### src/rtl/udp_framer.sv
// UDP/IPv4/Ethernet II transmit framer: builds the 42-byte header, computes the
// IPv4 checksum and realigns the 64-bit payload stream behind it (FCS excluded).
module udp_framer #(
    parameter int unsigned MAX_PAYLOAD = 1472,
    parameter logic [7:0]  TTL         = 8'd64,
    localparam int unsigned DATA_WIDTH = 64
) (
    input  logic                    clk_i,
    input  logic                    a_rst_n_i,
    input  logic                    start_i,
    input  logic [10:0]             payload_len_i,
    input  logic [47:0]             src_mac_i,
    input  logic [47:0]             dst_mac_i,
    input  logic [31:0]             src_ip_i,
    input  logic [31:0]             dst_ip_i,
    input  logic [15:0]             src_port_i,
    input  logic [15:0]             dst_port_i,
    output logic                    busy_o,
    output logic                    err_o,
    input  logic [DATA_WIDTH-1:0]   s_axis_tdata_i,
    input  logic                    s_axis_tvalid_i,
    input  logic                    s_axis_tlast_i,
    output logic                    s_axis_tready_o,
    output logic [DATA_WIDTH-1:0]   m_axis_tdata_o,
    output logic [DATA_WIDTH/8-1:0] m_axis_tkeep_o,
    output logic                    m_axis_tvalid_o,
    output logic                    m_axis_tlast_o,
    input  logic                    m_axis_tready_i
);

    localparam logic [2:0] S_IDLE    = 3'd0;
    localparam logic [2:0] S_CSUM    = 3'd1;
    localparam logic [2:0] S_HDR     = 3'd2;
    localparam logic [2:0] S_HDR_PAY = 3'd3;
    localparam logic [2:0] S_PAYLOAD = 3'd4;
    localparam logic [2:0] S_FLUSH   = 3'd5;
    localparam logic [2:0] S_PAD     = 3'd6;

    logic [2:0]   state;
    logic [10:0]  len_q;
    logic [47:0]  src_mac_q, dst_mac_q;
    logic [31:0]  src_ip_q, dst_ip_q;
    logic [15:0]  src_port_q, dst_port_q;
    logic [15:0]  ip_id, csum_q, residue;
    logic [7:0]   beat_idx, last_beat, in_cnt, in_beats, last_keep;

    logic [11:0]  acc_bytes, acc_fbytes, byte_limit;
    logic         len_ok;
    logic [15:0]  tot_len, udp_len, fold2, csum_calc;
    logic [19:0]  csum_sum;
    logic [16:0]  fold1;
    logic [319:0] net_hdr, hdr_lsb;
    logic [63:0]  hdr_beat, raw_beat, out_beat;
    logic         can_load, consume_st, load, load_last, last_hs, in_final;

    // Frame geometry is derived once at acceptance from the requested length.
    always_comb begin
        acc_bytes  = 12'd42 + {1'b0, payload_len_i};
        acc_fbytes = (acc_bytes < 12'd60) ? 12'd60 : acc_bytes;
        len_ok     = (payload_len_i != '0) && ({21'h0, payload_len_i} <= MAX_PAYLOAD);
    end

    always_comb begin
        tot_len   = 16'd28 + {5'h0, len_q};
        udp_len   = 16'd8 + {5'h0, len_q};
        csum_sum  = {4'h0, 16'h4500} + {4'h0, tot_len} + {4'h0, ip_id}
                  + {4'h0, 16'h4000} + {4'h0, TTL, 8'h11}
                  + {4'h0, src_ip_q[31:16]} + {4'h0, src_ip_q[15:0]}
                  + {4'h0, dst_ip_q[31:16]} + {4'h0, dst_ip_q[15:0]};
        fold1     = {1'b0, csum_sum[15:0]} + {13'h0, csum_sum[19:16]};
        fold2     = fold1[15:0] + {15'h0, fold1[16]};
        csum_calc = ~fold2;
    end

    // Header bytes 0..39 in network order, then byte-swapped so wire byte n sits at [8n+7:8n].
    always_comb begin
        net_hdr = {dst_mac_q, src_mac_q, 16'h0800, 8'h45, 8'h00, tot_len, ip_id,
                   16'h4000, TTL, 8'h11, csum_q, src_ip_q, dst_ip_q,
                   src_port_q, dst_port_q, udp_len};
        hdr_lsb = '0;
        for (int unsigned n = 0; n < 40; n++) begin
            hdr_lsb[8*n +: 8] = net_hdr[319-8*n -: 8];
        end
        case (beat_idx[2:0])
            3'd0:    hdr_beat = hdr_lsb[63:0];
            3'd1:    hdr_beat = hdr_lsb[127:64];
            3'd2:    hdr_beat = hdr_lsb[191:128];
            3'd3:    hdr_beat = hdr_lsb[255:192];
            3'd4:    hdr_beat = hdr_lsb[319:256];
            default: hdr_beat = '0;
        endcase
    end

    always_comb begin
        case (state)
            S_HDR:     raw_beat = hdr_beat;
            S_HDR_PAY: raw_beat = {s_axis_tdata_i[47:0], 16'h0000};
            S_PAYLOAD: raw_beat = {s_axis_tdata_i[47:0], residue};
            S_FLUSH:   raw_beat = {48'h0, residue};
            default:   raw_beat = '0;
        endcase
        // Anything at or beyond frame byte 42+len is padding or dropped input and reads as zero.
        byte_limit = 12'd42 + {1'b0, len_q};
        out_beat   = '0;
        for (int unsigned l = 0; l < 8; l++) begin
            if (({1'b0, beat_idx, 3'b000} + 12'(l)) < byte_limit) begin
                out_beat[8*l +: 8] = raw_beat[8*l +: 8];
            end
        end
    end

    // No new beat may load once the last beat sits in the output register.
    always_comb begin
        can_load   = !m_axis_tvalid_o || (m_axis_tready_i && !m_axis_tlast_o);
        consume_st = (state == S_HDR_PAY) || (state == S_PAYLOAD);
        load       = can_load && ((state == S_HDR) || (state == S_FLUSH) || (state == S_PAD)
                                  || (consume_st && s_axis_tvalid_i));
        load_last  = (beat_idx == last_beat);
        last_hs    = m_axis_tvalid_o && m_axis_tready_i && m_axis_tlast_o;
        in_final   = ((in_cnt + 8'd1) == in_beats);
    end

    assign s_axis_tready_o = consume_st && can_load;

    always_ff @(posedge clk_i or negedge a_rst_n_i) begin
        if (!a_rst_n_i) begin
            state           <= S_IDLE;
            len_q           <= '0;
            src_mac_q       <= '0;
            dst_mac_q       <= '0;
            src_ip_q        <= '0;
            dst_ip_q        <= '0;
            src_port_q      <= '0;
            dst_port_q      <= '0;
            ip_id           <= '0;
            csum_q          <= '0;
            residue         <= '0;
            beat_idx        <= '0;
            last_beat       <= '0;
            in_cnt          <= '0;
            in_beats        <= '0;
            last_keep       <= '0;
            busy_o          <= 1'b0;
            err_o           <= 1'b0;
            m_axis_tdata_o  <= '0;
            m_axis_tkeep_o  <= '0;
            m_axis_tvalid_o <= 1'b0;
            m_axis_tlast_o  <= 1'b0;
        end else begin
            err_o <= 1'b0;
            if (last_hs) begin
                m_axis_tvalid_o <= 1'b0;
                m_axis_tlast_o  <= 1'b0;
                busy_o          <= 1'b0;
                ip_id           <= ip_id + 16'd1;
                state           <= S_IDLE;
            end else if (m_axis_tvalid_o && m_axis_tready_i) begin
                m_axis_tvalid_o <= 1'b0;
            end

            case (state)
                S_IDLE: begin
                    if (start_i) begin
                        if (len_ok) begin
                            len_q      <= payload_len_i;
                            src_mac_q  <= src_mac_i;
                            dst_mac_q  <= dst_mac_i;
                            src_ip_q   <= src_ip_i;
                            dst_ip_q   <= dst_ip_i;
                            src_port_q <= src_port_i;
                            dst_port_q <= dst_port_i;
                            last_beat  <= 8'((acc_fbytes + 12'd7) >> 3) - 8'd1;
                            in_beats   <= 8'(({1'b0, payload_len_i} + 12'd7) >> 3);
                            last_keep  <= (acc_fbytes[2:0] == 3'd0) ? 8'hFF
                                        : 8'((9'h001 << acc_fbytes[2:0]) - 9'h001);
                            busy_o     <= 1'b1;
                            state      <= S_CSUM;
                        end else begin
                            err_o <= 1'b1;
                        end
                    end
                end
                S_CSUM: begin
                    csum_q   <= csum_calc;
                    beat_idx <= '0;
                    in_cnt   <= '0;
                    residue  <= '0;
                    state    <= S_HDR;
                end
                default: begin
                    if (load) begin
                        m_axis_tdata_o  <= out_beat;
                        m_axis_tvalid_o <= 1'b1;
                        m_axis_tlast_o  <= load_last;
                        m_axis_tkeep_o  <= load_last ? last_keep : 8'hFF;
                        beat_idx        <= beat_idx + 8'd1;
                        case (state)
                            S_HDR: begin
                                if (beat_idx == 8'd4) state <= S_HDR_PAY;
                            end
                            S_HDR_PAY, S_PAYLOAD: begin
                                residue <= s_axis_tdata_i[63:48];
                                in_cnt  <= in_cnt + 8'd1;
                                // tlast must coincide exactly with the final expected input beat.
                                if (s_axis_tlast_i != in_final) err_o <= 1'b1;
                                state <= (!s_axis_tlast_i && !in_final) ? S_PAYLOAD : S_FLUSH;
                            end
                            S_FLUSH: begin
                                residue <= '0;
                                state   <= S_PAD;
                            end
                            default: ;
                        endcase
                    end
                end
            endcase
        end
    end

endmodule

### config.mk
export PLATFORM = sky130hd
export DESIGN_NAME = udp_framer
export DESIGN_NICKNAME = d
export VERILOG_FILES = /design/src/rtl/udp_framer.sv
export SDC_FILE = /design/constraint.sdc
export NUM_CORES = 1
export LEC_CHECK = 0
export CAP_MARGIN = 0
export CORE_MARGIN = 4
export CORE_UTILIZATION = 45
export CTS_CLUSTER_SIZE = 8
export DETAILED_ROUTE_END_ITERATION = 10
export PLACE_DENSITY_LB_ADDON = 0.2
export SYNTH_ARGS = -nofsm -noshare
export SYNTH_HDL_FRONTEND = slang
export SYNTH_SLANG_ARGS = --single-unit
### constraint.sdc
create_clock -name clk_i -period 12.4 [get_ports clk_i]
set_clock_uncertainty 0.15 [all_clocks]
set_input_delay 1.86 -clock clk_i [delete_from_list [all_inputs] [get_ports clk_i]]
set_output_delay 1.86 -clock clk_i [all_outputs]
set_load 0.01 [all_outputs]
# Word-level counts from Yosys, hierarchy flattened
# Cells that the tools add are included.
# totals
in_bits	273
register_bits	370
# classes
n_lt_le_gt_ge	10
n_reduce_logical	31
n_addsub	28
shift	1
eq_ne	14
bitwise	3
muxes	46
# ops
op	n
64-bit one-hot mux with 5 select lines	1
64-bit one-hot mux with 4 select lines	1
8-bit two-way mux	13
12-bit less-than comparator	7
16-bit one-hot mux with 2 select lines	2
20-bit by 16-bit adder with 20-bit output	3
11-bit by 3-bit adder with 12-bit output (second input constant)	4
8-bit one-hot mux with 2 select lines	2
11-bit by 2-bit adder with 12-bit output (second input constant)	2
6-bit by 11-bit adder with 12-bit output (first input constant)	2
11-bit by 3-bit adder with 11-bit output (second input constant)	2
19-bit by 16-bit adder with 20-bit output	1
18-bit by 15-bit adder with 19-bit output (second input constant)	1
17-bit by 15-bit adder with 18-bit output (second input constant)	1
16-bit by 16-bit adder with 17-bit output	1
16-bit by 4-bit adder with 17-bit output	1
1-bit two-way mux	17
15-bit by 12-bit adder with 16-bit output (first input constant)	1
16-bit by 1-bit adder with 16-bit output	1
16-bit by 1-bit adder with 16-bit output (second input constant)	1
8-bit by 1-bit adder with 8-bit output (second input constant)	2
8-bit equality test	2
16-bit two-way mux	1
16-bit inverter	1
29 further kinds	63

# Depth between registers and ports, before layout
# logic_depth
ltp_word	12
mapped_depth	40
mapped_depth_nobuf	40

# Worst setup path after synthesis
# No wires, ideal clock.
# synth_timing
path_type	reg2reg
startpoint	reg len_q[3]
endpoint	reg csum_q[15]
path_stages_with_launch	41
setup_ns	0.120
setup_slack_ns	3.660
arrival_time_ns	8.471
t_required_ns	12.130
n_path_buf	0
cell_sequence	dfrtp_1 inv_1 ha_1 a21boi_0 and3b_1 xnor2_1 fa_1 inv_1 fa_1 inv_1 fa_1 fa_1 inv_1 ha_1 or2_2 a21o_1 o311ai_0 a21oi_1 [5 not listed] inv_1 fa_1 nor2b_1 o21ai_1 nor4_4 nand4_1 nor3_1 nand2_1 nor2_1 ha_1 nor2b_1 nor2b_1 nand4_1 or2_1 or3_4 o31ai_2 nand2_1 a31o_1
# synth_between
elab_chain_len	12
# synth_rtl
element	line_no	source
start: declaration	40	logic [10:0] len_q;
start signal: assignment	165	len_q <= payload_len_i;
5-bit by 11-bit adder with 12-bit output	64	tot_len = 16'd28 + {5'h0, len_q};
15-bit by 12-bit adder with 16-bit output	66	csum_sum = {4'h0, 16'h4500} + {4'h0, tot_len} + {4'h0, ip_id}
16-bit by 16-bit adder with 17-bit output	66	
17-bit by 15-bit adder with 18-bit output	67	+ {4'h0, 16'h4000} + {4'h0, TTL, 8'h11}
18-bit by 15-bit adder with 19-bit output	67	
19-bit by 16-bit adder with 20-bit output	68	+ {4'h0, src_ip_q[31:16]} + {4'h0, src_ip_q[15:0]}
20-bit by 16-bit adder with 20-bit output	68	
20-bit by 16-bit adder with 20-bit output (2 in series)	69	+ {4'h0, dst_ip_q[31:16]} + {4'h0, dst_ip_q[15:0]};
16-bit by 4-bit adder with 17-bit output	70	fold1 = {1'b0, csum_sum[15:0]} + {13'h0, csum_sum[19:16]};
16-bit by 1-bit adder with 16-bit output	71	fold2 = fold1[15:0] + {15'h0, fold1[16]};
16-bit inverter	72	csum_calc = ~fold2;
end signal: assignment	184	csum_q <= csum_calc;
end: declaration	44	logic [15:0] ip_id, csum_q, residue;
# No other way between the ends.
# A chain may end at the register's enable or synchronous reset.

# Worst setup path in the final report
# Ends and elaborated chain as after synthesis.

==> impl_metrics.py <==
metrics = {
    "logic_synthesis": {
        "synthArstFlopShare_pct": 100,
        "seq_area_frac_synth_pct": 43.8,
        "synth-warning-count": 0,
        "syn_inst": 1984,
        "syn_area_per_cell_um2": 10.7,
        "synth_flop_cell": "dfrtp_1",
        "synthesis.nets": 2390,
        "synth_edf_count": 0,
        "ys_types": 81,
        "ys_ff_latch": 370,
        "syn_area_um2": 21100,
    },
    "setup_path": {
        "worstSetupEndpointType": "register",
        "cp.required_ns": 12.72,
        "worst-path-buf-inv": 5,
        "slowest_delay_ns": 0.54,
        "cp.arrival_ns": 10.21,
        "startpoint_type": "register",
        "cpLargestDelayFamily": "adder cells",
        "crit_fanout": 8,
        "slowest_stage": "fa_1",
        "criticalPathCategory": "reg -> reg",
    },
    "detailed_routing": {
        "wirelength_um": 72800,
        "viasPerCell": 5.77,
        "drc": 0,
        "drtIter0Drc": 1582,
        "postRouteAntennaNets": 0,
        "vias": 16800,
        "drt-pass1-iter-count": 7,
        "wl_per_cell_um": 25.0,
    },
    "finish": {
        "stdcell_area_um2": 26500,
        "nNetsFinal": 2700,
        "area_growth_pct": 25.4,
        "drive_above_1_share_pct": 15.2,
    },
    "global_route": {
        "antenna_found_initial": 6,
        "grt_pass1_vias": 17000,
        "grtUsageTotal_pct": 28.4,
        "grt_max_degree": 104,
        "grt-ovfl-total": 0,
        "grt_pass1_wl_um": 108000,
    },
    "clock_network": {
        "numCtsBuffers": 52,
        "clk_latency_ns": 0.60,
        "holdBufCountCts": 0,
        "htree_levels": 2,
        "clockBufferDepth": 3,
        "postCtsSetupBuffers": 0,
        "cts_tree": "done",
        "cts_sinks": 370,
        "cts.clk_slew.worst_paths_ns": 0.05,
        "cts_resized": 0,
        "root_buffer": "clkbuf_16",
    },
    "timing": {
        "hold_violations": 0,
        "tns_ns": 0,
        "rsz0062_at_grt": "false",
        "fin_crit_sh_pct": 79.8,
        "period_needed_ns": 9.89,
        "fmax_mhz": 101,
        "tightest_slew_ns": 1.14,
        "maxSlewViolCount": 0,
        "setup_violations": 0,
        "slew_headroom_pct": 23.6,
    },
    "floorplanning": {
        "die_height_um": 225,
        "core_area_um2": 46500,
        "rows": 79,
        "io_pins": 350,
        "die_x_um": 225,
        "start_util_pct": 45.5,
        "dieArea_um2": 50500,
    },
    "hold_path": {
        "hold_class": "reg -> reg",
    },
    "placement": {
        "port_buffers": 349,
        "dpl-instance-area_um2": 25200,
        "gp_congestion": 0.909,
        "hpwl_um": 55000,
    },
    "job": {
        "drv_cap": 0,
    },
    "run_status": {
        "status": "finished, final reports clean",
    },
}
## per-layer routing
| layer | share of wire, % | global-route usage, % | wire [µm] | vias up |
|---|---|---|---|---|
| met5 | 0.049 | 0 | 36 | - |
| met4 | 3.6 | 9.60 | 2630 | 6 |
| met3 | 8.6 | 7.20 | 6300 | 124 |
| met2 | 43 | 41.4 | 31300 | 723 |
| met1 | 45 | 41.6 | 32500 | 8354 |
| li1 | - | - | - | 7578 |
## area by class of cell
class | instances | area (µm²)
well taps | 607 | 759
repair buffers | 370 | 3660
clock inverters | 3 | 30.0
inverters | 154 | 578
fillers | 4070 | 19900
diodes | 4 | 10.0
flip-flops and latches | 370 | 9260
multi-input cells | 1346 | 10900
clock buffers | 55 | 1320
## flip-flops by register name, indices dropped and copies added, names as in the netlist, 32 cells and up
name            cells
m_axis_tdata_o     64
dst_ip_q           32
dst_mac_q          48
src_mac_q          48
src_ip_q           32
## cell usage after synthesis, drive strengths merged (23+ instances only)
cell | count | area [µm²]
nor2 | 73 | 274
dfrtp | 370 | 9260
nand2 | 196 | 736
inv | 154 | 578
nand3 | 30 | 150
a21oi | 53 | 265
mux2 | 230 | 2590
a22oi | 67 | 508
buf | 23 | 113
a22o | 42 | 368
ha | 74 | 926
o21ai | 176 | 881
clkbuf | 91 | 342
a222oi | 27 | 270
xor2 | 45 | 454
xnor2 | 69 | 604
fa | 59 | 1180
## final timing paths
| check | from | to | slack (ns) | depth (start not counted) |
|---|---|---|---|---|
| setup reg to reg | len_q[3] | csum_q[15] | 2.51 | 40 |
| min in group asynchronous | a_rst_n_i | dst_port_q[12] | 1.17 | 1 |
| setup / recovery | len_q[3] | csum_q[15] | 2.51 | 40 |
| hold / removal | last_keep[0] | last_keep[0] | 0.32 | 1 |
| max in group asynchronous | a_rst_n_i | m_axis_tdata_o[15] | 8.63 | 3 |
| hold reg to reg | last_keep[0] | last_keep[0] | 0.32 | 1 |
## logic make-up (layout without fill, tap and decap cells)
kind of cell | count (synthesis) | after routing | synth area share (%)
other | 0 | 4 | 0
xor gates and xnor gates | 114 | 114 | 5.01
AOI/OAI and AO/OA | 460 | 460 | 14.8
muxes | 231 | 231 | 12.3
DFF | 370 | 370 | 43.8
buffers and inverters | 268 | 582 | 4.88
and+or+nand+nor | 408 | 408 | 9.24
adders and majority gates | 133 | 133 | 9.97
## layout by cell type (no fill, tap or decap), types with 7 or more instances in the layout
cell type,instances
dfrtp_1,369
clkdlybuf4s50_1,348
mux2_2,230
nand2_1,196
o21ai_0,167
inv_1,154
nor2_1,73
ha_1,72
xnor2_1,69
a22oi_1,66
fa_1,59
a21oi_1,52
clkbuf_16,52
a22o_1,42
xor2_1,40
nand3_1,29
a222oi_1,27
buf_4,21
nand4_1,16
and3_1,14
a21o_1,12
a31oi_1,12
nand2b_1,10
nor3_1,9
o22a_1,9
o21ai_1,8
nor2b_1,8
or4_1,7
a221oi_1,7
or2_2,7
nor4_1,7
## worst register-to-register path: cells and delay by family (launching register included)
| kind | cells | cell delay, ns |
|---|---|---|
| adders and majority gates | 9 | 3.12 |
| DFF | 1 | 0.48 |
| xor gates and xnor gates | 2 | 0.36 |
| AOI/OAI and AO/OA | 9 | 2.21 |
| buffers and inverters | 5 | 0.38 |
| and+or+nand+nor | 15 | 3.05 |
## stage by stage
stage	setup slack (ns)	hold slack [ns]	utilization [%]	cells
global placement	2.90	0.302	54.2	2847
floorplan	3.66	0.286	-	1984
global route	1.90	0.351	57.1	2906
CTS	2.59	0.321	57.1	2905
detailed placement	2.65	0.307	54.2	2847
finish	2.51	0.321	57.1	2909
Power is left out: the tool's default activity adds up to more than one toggle a clock period on the data nets, which glitch-free logic cannot reach.
